[config.mk]
export PLATFORM = sky130hd
export DESIGN_NAME = alu_issue_stage
export DESIGN_NICKNAME = d
export VERILOG_FILES = /design/src/rtl/alu_issue_stage.sv
export SDC_FILE = /design/constraint.sdc
export NUM_CORES = 2
export LEC_CHECK = 0
export ABC_AREA = 0
export BUFFER_PORTS_ARGS = -buffer_cell sky130_fd_sc_hd__buf_2
export CAP_MARGIN = 10
export CORE_MARGIN = 4
export CORE_UTILIZATION = 45
export DETAILED_ROUTE_END_ITERATION = 16
export PLACE_DENSITY = 0.69
export SYNTH_ARGS = -nofsm -noshare
export SYNTH_HDL_FRONTEND = slang
export SYNTH_SLANG_ARGS = --single-unit
[constraint.sdc]
create_clock -name clk -period 6 [get_ports clk]
set_input_delay 0.6 -clock clk [delete_from_list [all_inputs] [get_ports clk]]
set_output_delay 0.6 -clock clk [all_outputs]
set_load 0.03 [all_outputs]
[src/rtl/alu_issue_stage.sv]
// alu_issue_stage: decode / operand-fetch stage in front of the ALU.
//
// Accepts RV32I R-type and I-type ALU instructions, reads the 32x32 register
// file and registers an operand bundle {in0, in1, selector, rd} for the ALU.
// ALU results return on the writeback port. A busy-bit scoreboard stalls any
// instruction whose source register still has a result outstanding.
//
// Optional feature macro: ALU_ISSUE_WB_BYPASS_EN
//   defined   - wb_data is forwarded into the operand read, so a source that
//               is written back this cycle does not stall.
//   undefined - a source that is busy at the start of the cycle stalls even
//               if it is written this cycle; the dependent instruction
//               transfers one cycle later and reads the register file.
//
// Handshake (both ports): a transfer happens on a rising edge where valid and
// ready are both high. Valid never waits for ready. Once out_valid is high,
// the bundle stays stable until the edge where out_ready is also high.
// instr_ready = (!out_valid | out_ready) & !hazard; illegal opcodes ignore the
// hazard term, are consumed, are never issued, and pulse `illegal` for one
// cycle.

module alu_issue_stage #(
    parameter int NUM_REGS = 32,
    parameter int ADDR_W   = 5
) (
    input  logic              clk,
    input  logic              rst_n,
    input  logic              instr_valid,
    input  logic [31:0]       instr,
    output logic              instr_ready,
    output logic              out_valid,
    input  logic              out_ready,
    output logic [31:0]       in0,
    output logic [31:0]       in1,
    output logic [9:0]        selector,
    output logic [ADDR_W-1:0] rd,
    input  logic              wb_en,
    input  logic [ADDR_W-1:0] wb_rd,
    input  logic [31:0]       wb_data,
    output logic              illegal
);

    localparam logic [6:0] OPC_R = 7'b0110011;
    localparam logic [6:0] OPC_I = 7'b0010011;

    // ------------------------------------------------------------------
    // State
    // ------------------------------------------------------------------
    logic [31:0]         regs_q [NUM_REGS];
    logic [31:0]         regs_d [NUM_REGS];
    logic [NUM_REGS-1:0] busy_q, busy_d;
    logic                out_valid_q, out_valid_d;
    logic [31:0]         in0_q, in0_d;
    logic [31:0]         in1_q, in1_d;
    logic [9:0]          selector_q, selector_d;
    logic [ADDR_W-1:0]   rd_q, rd_d;
    logic                illegal_q, illegal_d;

    // ------------------------------------------------------------------
    // Instruction fields
    // ------------------------------------------------------------------
    logic [6:0]        opcode;
    logic [ADDR_W-1:0] dec_rd;
    logic [2:0]        funct3;
    logic [ADDR_W-1:0] rs1;
    logic [ADDR_W-1:0] rs2;
    logic [6:0]        funct7;
    logic [31:0]       imm_i;

    assign opcode = instr[6:0];
    assign dec_rd = instr[11:7];
    assign funct3 = instr[14:12];
    assign rs1    = instr[19:15];
    assign rs2    = instr[24:20];
    assign funct7 = instr[31:25];
    assign imm_i  = {{20{instr[31]}}, instr[31:20]};

    logic is_r, is_i, is_legal;
    logic use_rs1, use_rs2;

    assign is_r     = (opcode == OPC_R);
    assign is_i     = (opcode == OPC_I);
    assign is_legal = is_r | is_i;
    assign use_rs1  = is_legal;
    assign use_rs2  = is_r;

    // A writeback to x0 is a no-op everywhere.
    logic wb_write;
    assign wb_write = wb_en && (wb_rd != '0);

    // ------------------------------------------------------------------
    // Operand read and hazard detection
    // ------------------------------------------------------------------
    logic [31:0] rs1_val, rs2_val;
    logic        rs1_busy, rs2_busy;
    logic        hazard;
    logic        fire;
    logic        issue;

    // Read both sources; x0 is forced to zero, optional writeback forwarding.
    always_comb begin
        rs1_val = regs_q[rs1];
        rs2_val = regs_q[rs2];
`ifdef ALU_ISSUE_WB_BYPASS_EN
        if (wb_write && (wb_rd == rs1)) rs1_val = wb_data;
        if (wb_write && (wb_rd == rs2)) rs2_val = wb_data;
`endif
        if (rs1 == '0) rs1_val = '0;
        if (rs2 == '0) rs2_val = '0;
    end

    // A source is pending while its busy bit is set; with forwarding, a
    // same-cycle writeback to it resolves the dependency immediately.
    always_comb begin
        rs1_busy = busy_q[rs1];
        rs2_busy = busy_q[rs2];
`ifdef ALU_ISSUE_WB_BYPASS_EN
        if (wb_write && (wb_rd == rs1)) rs1_busy = 1'b0;
        if (wb_write && (wb_rd == rs2)) rs2_busy = 1'b0;
`endif
        hazard = is_legal && ((use_rs1 && rs1_busy) || (use_rs2 && rs2_busy));
    end

    assign instr_ready = (!out_valid_q || out_ready) && !hazard;
    assign fire        = instr_valid && instr_ready;
    assign issue       = fire && is_legal;

    // ------------------------------------------------------------------
    // Output bundle, illegal pulse
    // ------------------------------------------------------------------
    // Load a new bundle on issue, drop valid when consumed, otherwise hold.
    always_comb begin
        out_valid_d = out_valid_q;
        in0_d       = in0_q;
        in1_d       = in1_q;
        selector_d  = selector_q;
        rd_d        = rd_q;
        illegal_d   = fire && !is_legal;

        if (issue) begin
            out_valid_d = 1'b1;
            in0_d       = rs1_val;
            rd_d        = dec_rd;
            if (is_r) begin
                in1_d      = rs2_val;
                selector_d = {funct7, funct3};
            end else begin
                in1_d = imm_i;
                // Only the shift-immediates carry meaningful funct7 bits.
                if ((funct3 == 3'b001) || (funct3 == 3'b101)) begin
                    selector_d = {funct7, funct3};
                end else begin
                    selector_d = {7'b0, funct3};
                end
            end
        end else if (out_ready) begin
            out_valid_d = 1'b0;
        end
    end

    // ------------------------------------------------------------------
    // Scoreboard and register file
    // ------------------------------------------------------------------
    // Writeback clears first, issue sets last so a same-cycle set wins.
    always_comb begin
        busy_d = busy_q;
        if (wb_write) busy_d[wb_rd] = 1'b0;
        if (issue && (dec_rd != '0)) busy_d[dec_rd] = 1'b1;
        busy_d[0] = 1'b0;
    end

    // Writeback always lands in the register file, regardless of busy bits.
    always_comb begin
        for (int i = 0; i < NUM_REGS; i++) begin
            regs_d[i] = regs_q[i];
        end
        if (wb_write) regs_d[wb_rd] = wb_data;
        regs_d[0] = '0;
    end

    // ------------------------------------------------------------------
    // Registers
    // ------------------------------------------------------------------
    // Bundle, pulse and scoreboard flops; reset discards any held bundle.
    always_ff @(posedge clk or negedge rst_n) begin
        if (!rst_n) begin
            out_valid_q <= 1'b0;
            in0_q       <= '0;
            in1_q       <= '0;
            selector_q  <= '0;
            rd_q        <= '0;
            illegal_q   <= 1'b0;
            busy_q      <= '0;
        end else begin
            out_valid_q <= out_valid_d;
            in0_q       <= in0_d;
            in1_q       <= in1_d;
            selector_q  <= selector_d;
            rd_q        <= rd_d;
            illegal_q   <= illegal_d;
            busy_q      <= busy_d;
        end
    end

    // Register file storage, cleared on reset.
    always_ff @(posedge clk or negedge rst_n) begin
        if (!rst_n) begin
            for (int i = 0; i < NUM_REGS; i++) begin
                regs_q[i] <= '0;
            end
        end else begin
            for (int i = 0; i < NUM_REGS; i++) begin
                regs_q[i] <= regs_d[i];
            end
        end
    end

    assign out_valid = out_valid_q;
    assign in0       = in0_q;
    assign in1       = in1_q;
    assign selector  = selector_q;
    assign rd        = rd_q;
    assign illegal   = illegal_q;

endmodule

* Word level (Yosys, flattened, before mapping)
Cells that the tools add are included.
** Storage, ports and cells
- Bits in registers :: 1104
- Input bits :: 74
- Output and inout bits :: 82
** Cells by class
- Order comparisons :: 10
- Eq/ne operators :: 4
- Multiplexer cells :: 26
- Bitwise logic cells :: 7
- Reductions and logical operators :: 23
** Operator list (number)
- 1024-bit bitwise mux :: 1
- 32-bit binary-select mux with 5-bit select :: 2
- 32-bit 2-to-1 mux :: 10
- 32-bit demux with 5-bit select :: 1
- 32-bit AND :: 1
- 32-bit inverter :: 1
- 32-bit bitwise OR :: 1
- 5-bit by 6-bit < comparator with 1-bit output (second input constant) :: 4
- 10-bit 2-to-1 mux :: 2
- 6-bit >= comparator (second input constant) :: 3
- 5-bit inverter with 6-bit output :: 3
- 1-bit logical AND :: 12
- 1-bit binary-select mux with 5-bit select :: 2
- 1-bit demux with 5-bit select :: 2
- 5-bit by 1-bit >= comparator with 1-bit output (second input constant) :: 2
- 5-bit zero test :: 2
- 5-bit nonzero test :: 2
- 7-bit by 5-bit equality test with 1-bit output (second input constant) :: 1
- 7-bit by 6-bit equality test with 1-bit output (second input constant) :: 1
- 6-bit by 1-bit < comparator with 1-bit output (second input constant) :: 1
- 1-bit 2-to-1 mux :: 6
- 3-bit by 1-bit equality test with 1-bit output (second input constant) :: 1
- 3-bit equality test (second input constant) :: 1
- 1-bit zero test :: 3
- 3 further kinds :: 5

* Logic depth before layout (Yosys ltp)
- Depth in word-level cells :: 11
- Gate-level depth with buffers :: 12
- Gate-level depth less buffers :: 6

* Least setup slack after synthesis
No wires, ideal clock.
- Kind :: input to output
- Start :: input instr[15]
- End :: output instr_ready
- Arrival :: 2.546 ns
- Required time :: 5.400 ns
- Slack :: 2.854 ns
- Stages :: 7
- Path buffers :: 1
- Cell sequence :: buf_6 -> mux4_2 -> mux2_2 -> a22oi_1 -> o31a_1 -> nand2_1 -> a21boi_0
** Between the ends
- Word-level cells in the longest chain between the ends :: 7
** RTL lines
- start: declaration :: line 29 : input logic [31:0] instr,
- 1-bit binary-select mux with 5-bit select :: line 115 : rs1_busy = busy_q[rs1];
- 1-bit 2-to-1 mux (not written as such) :: line 115
- 1-bit logical AND :: line 121 : hazard = is_legal && ((use_rs1 && rs1_busy) || (use_rs2 && rs2_busy));
- 1-bit logical OR :: line 121
- 1-bit logical AND :: line 121
- 1-bit zero test :: line 124 : assign instr_ready = (!out_valid_q || out_ready) && !hazard;
- 1-bit logical AND :: line 124
- end: declaration :: line 30 : output logic instr_ready,
Every way passes these cells. The select of a mux whose other input is x is not followed.

* Worst setup path in the final report
- Start :: input instr[17]
- End :: output instr_ready
The elaborated chain is that of the path after synthesis.

==> parameters.txt <==
Parameter                              Value

Synthesis
  Most used flip-flop cell after synthesis ... sky130_fd_sc_hd__dfrtp_1
  Mapped cell area ... 57700 um2
  Number of enable-type register cells in the synthesized netlist ... 0
  Post-synth ARST share ... between 90% and 100%
  Number of cells produced by synthesis ... 3766
  Mean Syn Cell Area ... 15.3 um2
  Unique masters post-synth ... 54
  Net Count, Synth ... 3840
  Ys Warns ... 0
  Register bit count reported by yosys ... 1104
  Portion of the post-synthesis area used by sequential elements ... 47.9%

Route
  Count of vias placed by the detailed router ... 36700
  Routed WL per cell ... 32.7 um
  Final antenna-violating net count ... 0
  Number of detailed-routing iterations run before antenna repair ... 6
  DRC violation total after the first TritonRoute iteration ... 4003
  Number of vias per cell ... 6.70
  Total length of routed wires ... ~180 mm
  DRC violations left ... 0

Setup path
  Category of the critical setup timing path ... input port to output pin
  Crit end category ... output pin
  Data arrival time of the critical path ... 3.09 ns
  Flop-to-flop setup slack ... 2.75 ns
  Beginning of the worst register-to-register path ... busy_q[19]
  CP max FO ... 53
  Sort of element at the start of the critical path ... input port
  Worst Setup SP ... instr[17]
  Required time of the worst setup path ... 5.40 ns

Power
  Leakage power total ... 27.9 nW
  Max rail drop VDD ... 0.000241 V
  Pwr per Cell Area ... 336 nW/um2

CTS
  H-tree level count ... 3
  Clock transition at the registers of the reported paths ... 0.07 ns
  Resize count post-CTS ... 0
  Cts hold-fix bufs ... 1
  Clock buffers created by TritonCTS ... roughly 120
  Post-CTS repair timing setup buffer count ... 0
  CTS tree ... built
  CTS max path bufs ... 3
  Total number of clock tree sinks ... 1104
  Clock Tree Root ... sky130_fd_sc_hd__clkbuf_16
  Clk Latency, worst-skew pair ... 0.76 ns

GRT
  Pin count of the biggest net entering global routing ... 167
  Initial antenna violation count ... 13
  Global-route wire length before repair ... 263 mm
  Via count of the first global-routing pass ... around 37000
  Overall track demand over capacity in global routing ... 26.5%
  Remaining Overflow, GRT ... 0

Place
  Detail Placement HPWL ... 93.6 mm
  Port Buffers ... 155
  Number of placed instances with taps included ... 5252
  RD Place Congestion ... 0.786

Run status
  Status ... completed

STA
  Unrepaired setup endpoints after global routing ... false
  Total Negative Setup Slacks ... 0 ns
  Minimum period implied by the final worst setup slack ... 3.69 ns
  Fin crit share ... 61.4%
  Worst setup skew after layout ... between 0.04 and 0.05 ns
  Final Max Slew Viols ... 0
  Final hold vios ... 0
  Number of setup violations in the final report ... 0
  Worst-Margin Slew ... 1.20 ns
  Worst relative slew slack ... between 20 and 25%
  Maximum achievable frequency ... 0.271 GHz

Layout
  Area used by sequential logic in the layout ... 27600 um2
  Number of inserted filler cells in the final layout ... 10700
  Most common library cell in the layout ignoring fill and taps ... sky130_fd_sc_hd__mux2_2
  Synthesis-to-finish area growth ... 10.7%
  Area taken by multi-input logic gates ... ~29000 um2
  Fraction of layout instances using a drive strength above 1 ... approximately 56%
  Final non-filler cell total ... 5472
  Commonest cells after routing, fill and taps aside ... 1129 x sky130_fd_sc_hd__mux2_2, 1104 x sky130_fd_sc_hd__dfrtp_1, 524 x sky130_fd_sc_hd__mux4_2
  Nets ... 3782

Die
  Initial Util ... a little under half
  Area of the core ... 128000 um2
  Overall die area ... around 130000 um2
  Horiz. Die Dim ... about 370 um
  Cell row count ... 131
  Chip Height ... 366 um
  Top-level port count ... 156

Worst hold path
  Path category of the worst min-delay check ... input port to register
  Hold path start ... instr_valid

Job
  Max-capacitance violation count ... 0
[synthesized netlist by cell type (all sizes together), types with 32 or more instances]
cell	number	area share, %
mux4	524	20
mux2	1129	22
buf	142	1.2
a21oi	32	0.28
nand2	123	0.80
dfrtp	1104	48
clkbuf	258	1.7
mux2i	84	1.5
nor2	38	0.25
a221oi	45	0.68
o21ai	83	0.72
[through the flow]
stage | setup WS (ns) | utilization (%) | total power [mW] | hold slack, ns | instance area [um2]
final | 2.31 | 50.1 | 21.4 | 0.0727 | 63900
after floorplan | 2.85 | - | 12.8 | 0.304 | 57700
after global routing | 2.10 | 50.1 | 22.3 | 0.0764 | 63900
after global placement | 1.66 | 47.0 | 13.8 | 0.485 | 59900
after detailed placement | 1.64 | 47.0 | 14.0 | 0.488 | 59900
after CTS | 2.23 | 50.1 | 21.5 | 0.0450 | 63900
[flip-flops by register name (all words and copies together), names as in the netlist]
name,flops
rd,5
out_valid,1
illegal,1
selector,10
regs_q,992
in0,32
in1,32
busy_q,31
[critical path: stages]
cell and delay (ns):
sky130_fd_sc_hd__buf_6 0.71, sky130_fd_sc_hd__buf_4 0.65, sky130_fd_sc_hd__nand2_1 0.20, sky130_fd_sc_hd__o32ai_1 0.16, sky130_fd_sc_hd__o31a_1 0.22, sky130_fd_sc_hd__nand2_1 0.12
sky130_fd_sc_hd__a21boi_0 0.18, sky130_fd_sc_hd__buf_2 0.22
[path summary, 6_finish.rpt]
path                                to  cells past startpoint
max                        instr_ready                      8
min                            illegal                      3
max reg2reg                    in0[11]                      7
min reg2reg                     in1[9]                      1
max in group asynchronous  regs_q[540]                      3
min in group asynchronous   regs_q[37]                      2
[power breakdown]
group | total, mW | leakage (nW) | internal (mW) | switching [mW]
logic | 4.13 | 11.7 | 2.51 | 1.63
registers | 9.80 | 14.2 | 8.81 | 0.986
clock network | 7.51 | 1.96 | 4.36 | 3.16
total | 21.4 | 27.9 | 15.7 | 5.77
[logic make-up (layout without fill, tap and decap cells)]
group                  Yosys count  after routing  share of synthesized area, %
muxes                         1737           1737                          43.9
DFF                           1104           1104                          47.9
buffers and inverters          413            451                          2.98
AOI/OAI and AO/OA              276            276                          3.34
and+or+nand+nor                236            236                          1.88
other                            0              6                             0
[area by class of cell]
class | count | area share [%]
multi-input combinational | 2249 | 44.8
sequential | 1104 | 43.3
clock buffer | 168 | 5.32
tap | 1662 | 3.26
timing repair buffer | 225 | 2.39
clock inverter | 45 | 0.897
inverter | 13 | 0.0784
antenna | 6 | 0.0235
[layer usage]
layer / share of wire [%] / up-vias / global-route usage (%)
li1: - / 14500 / -
met1: 42 / 20200 / 37.3
met2: 46 / 1659 / 40.9
met3: 8.1 / 382 / 5.21
met4: 3.7 / 12 / 9.86
met5: 0.046 / - / 0
No activity file was read; power rests on OpenSTA's default activity.
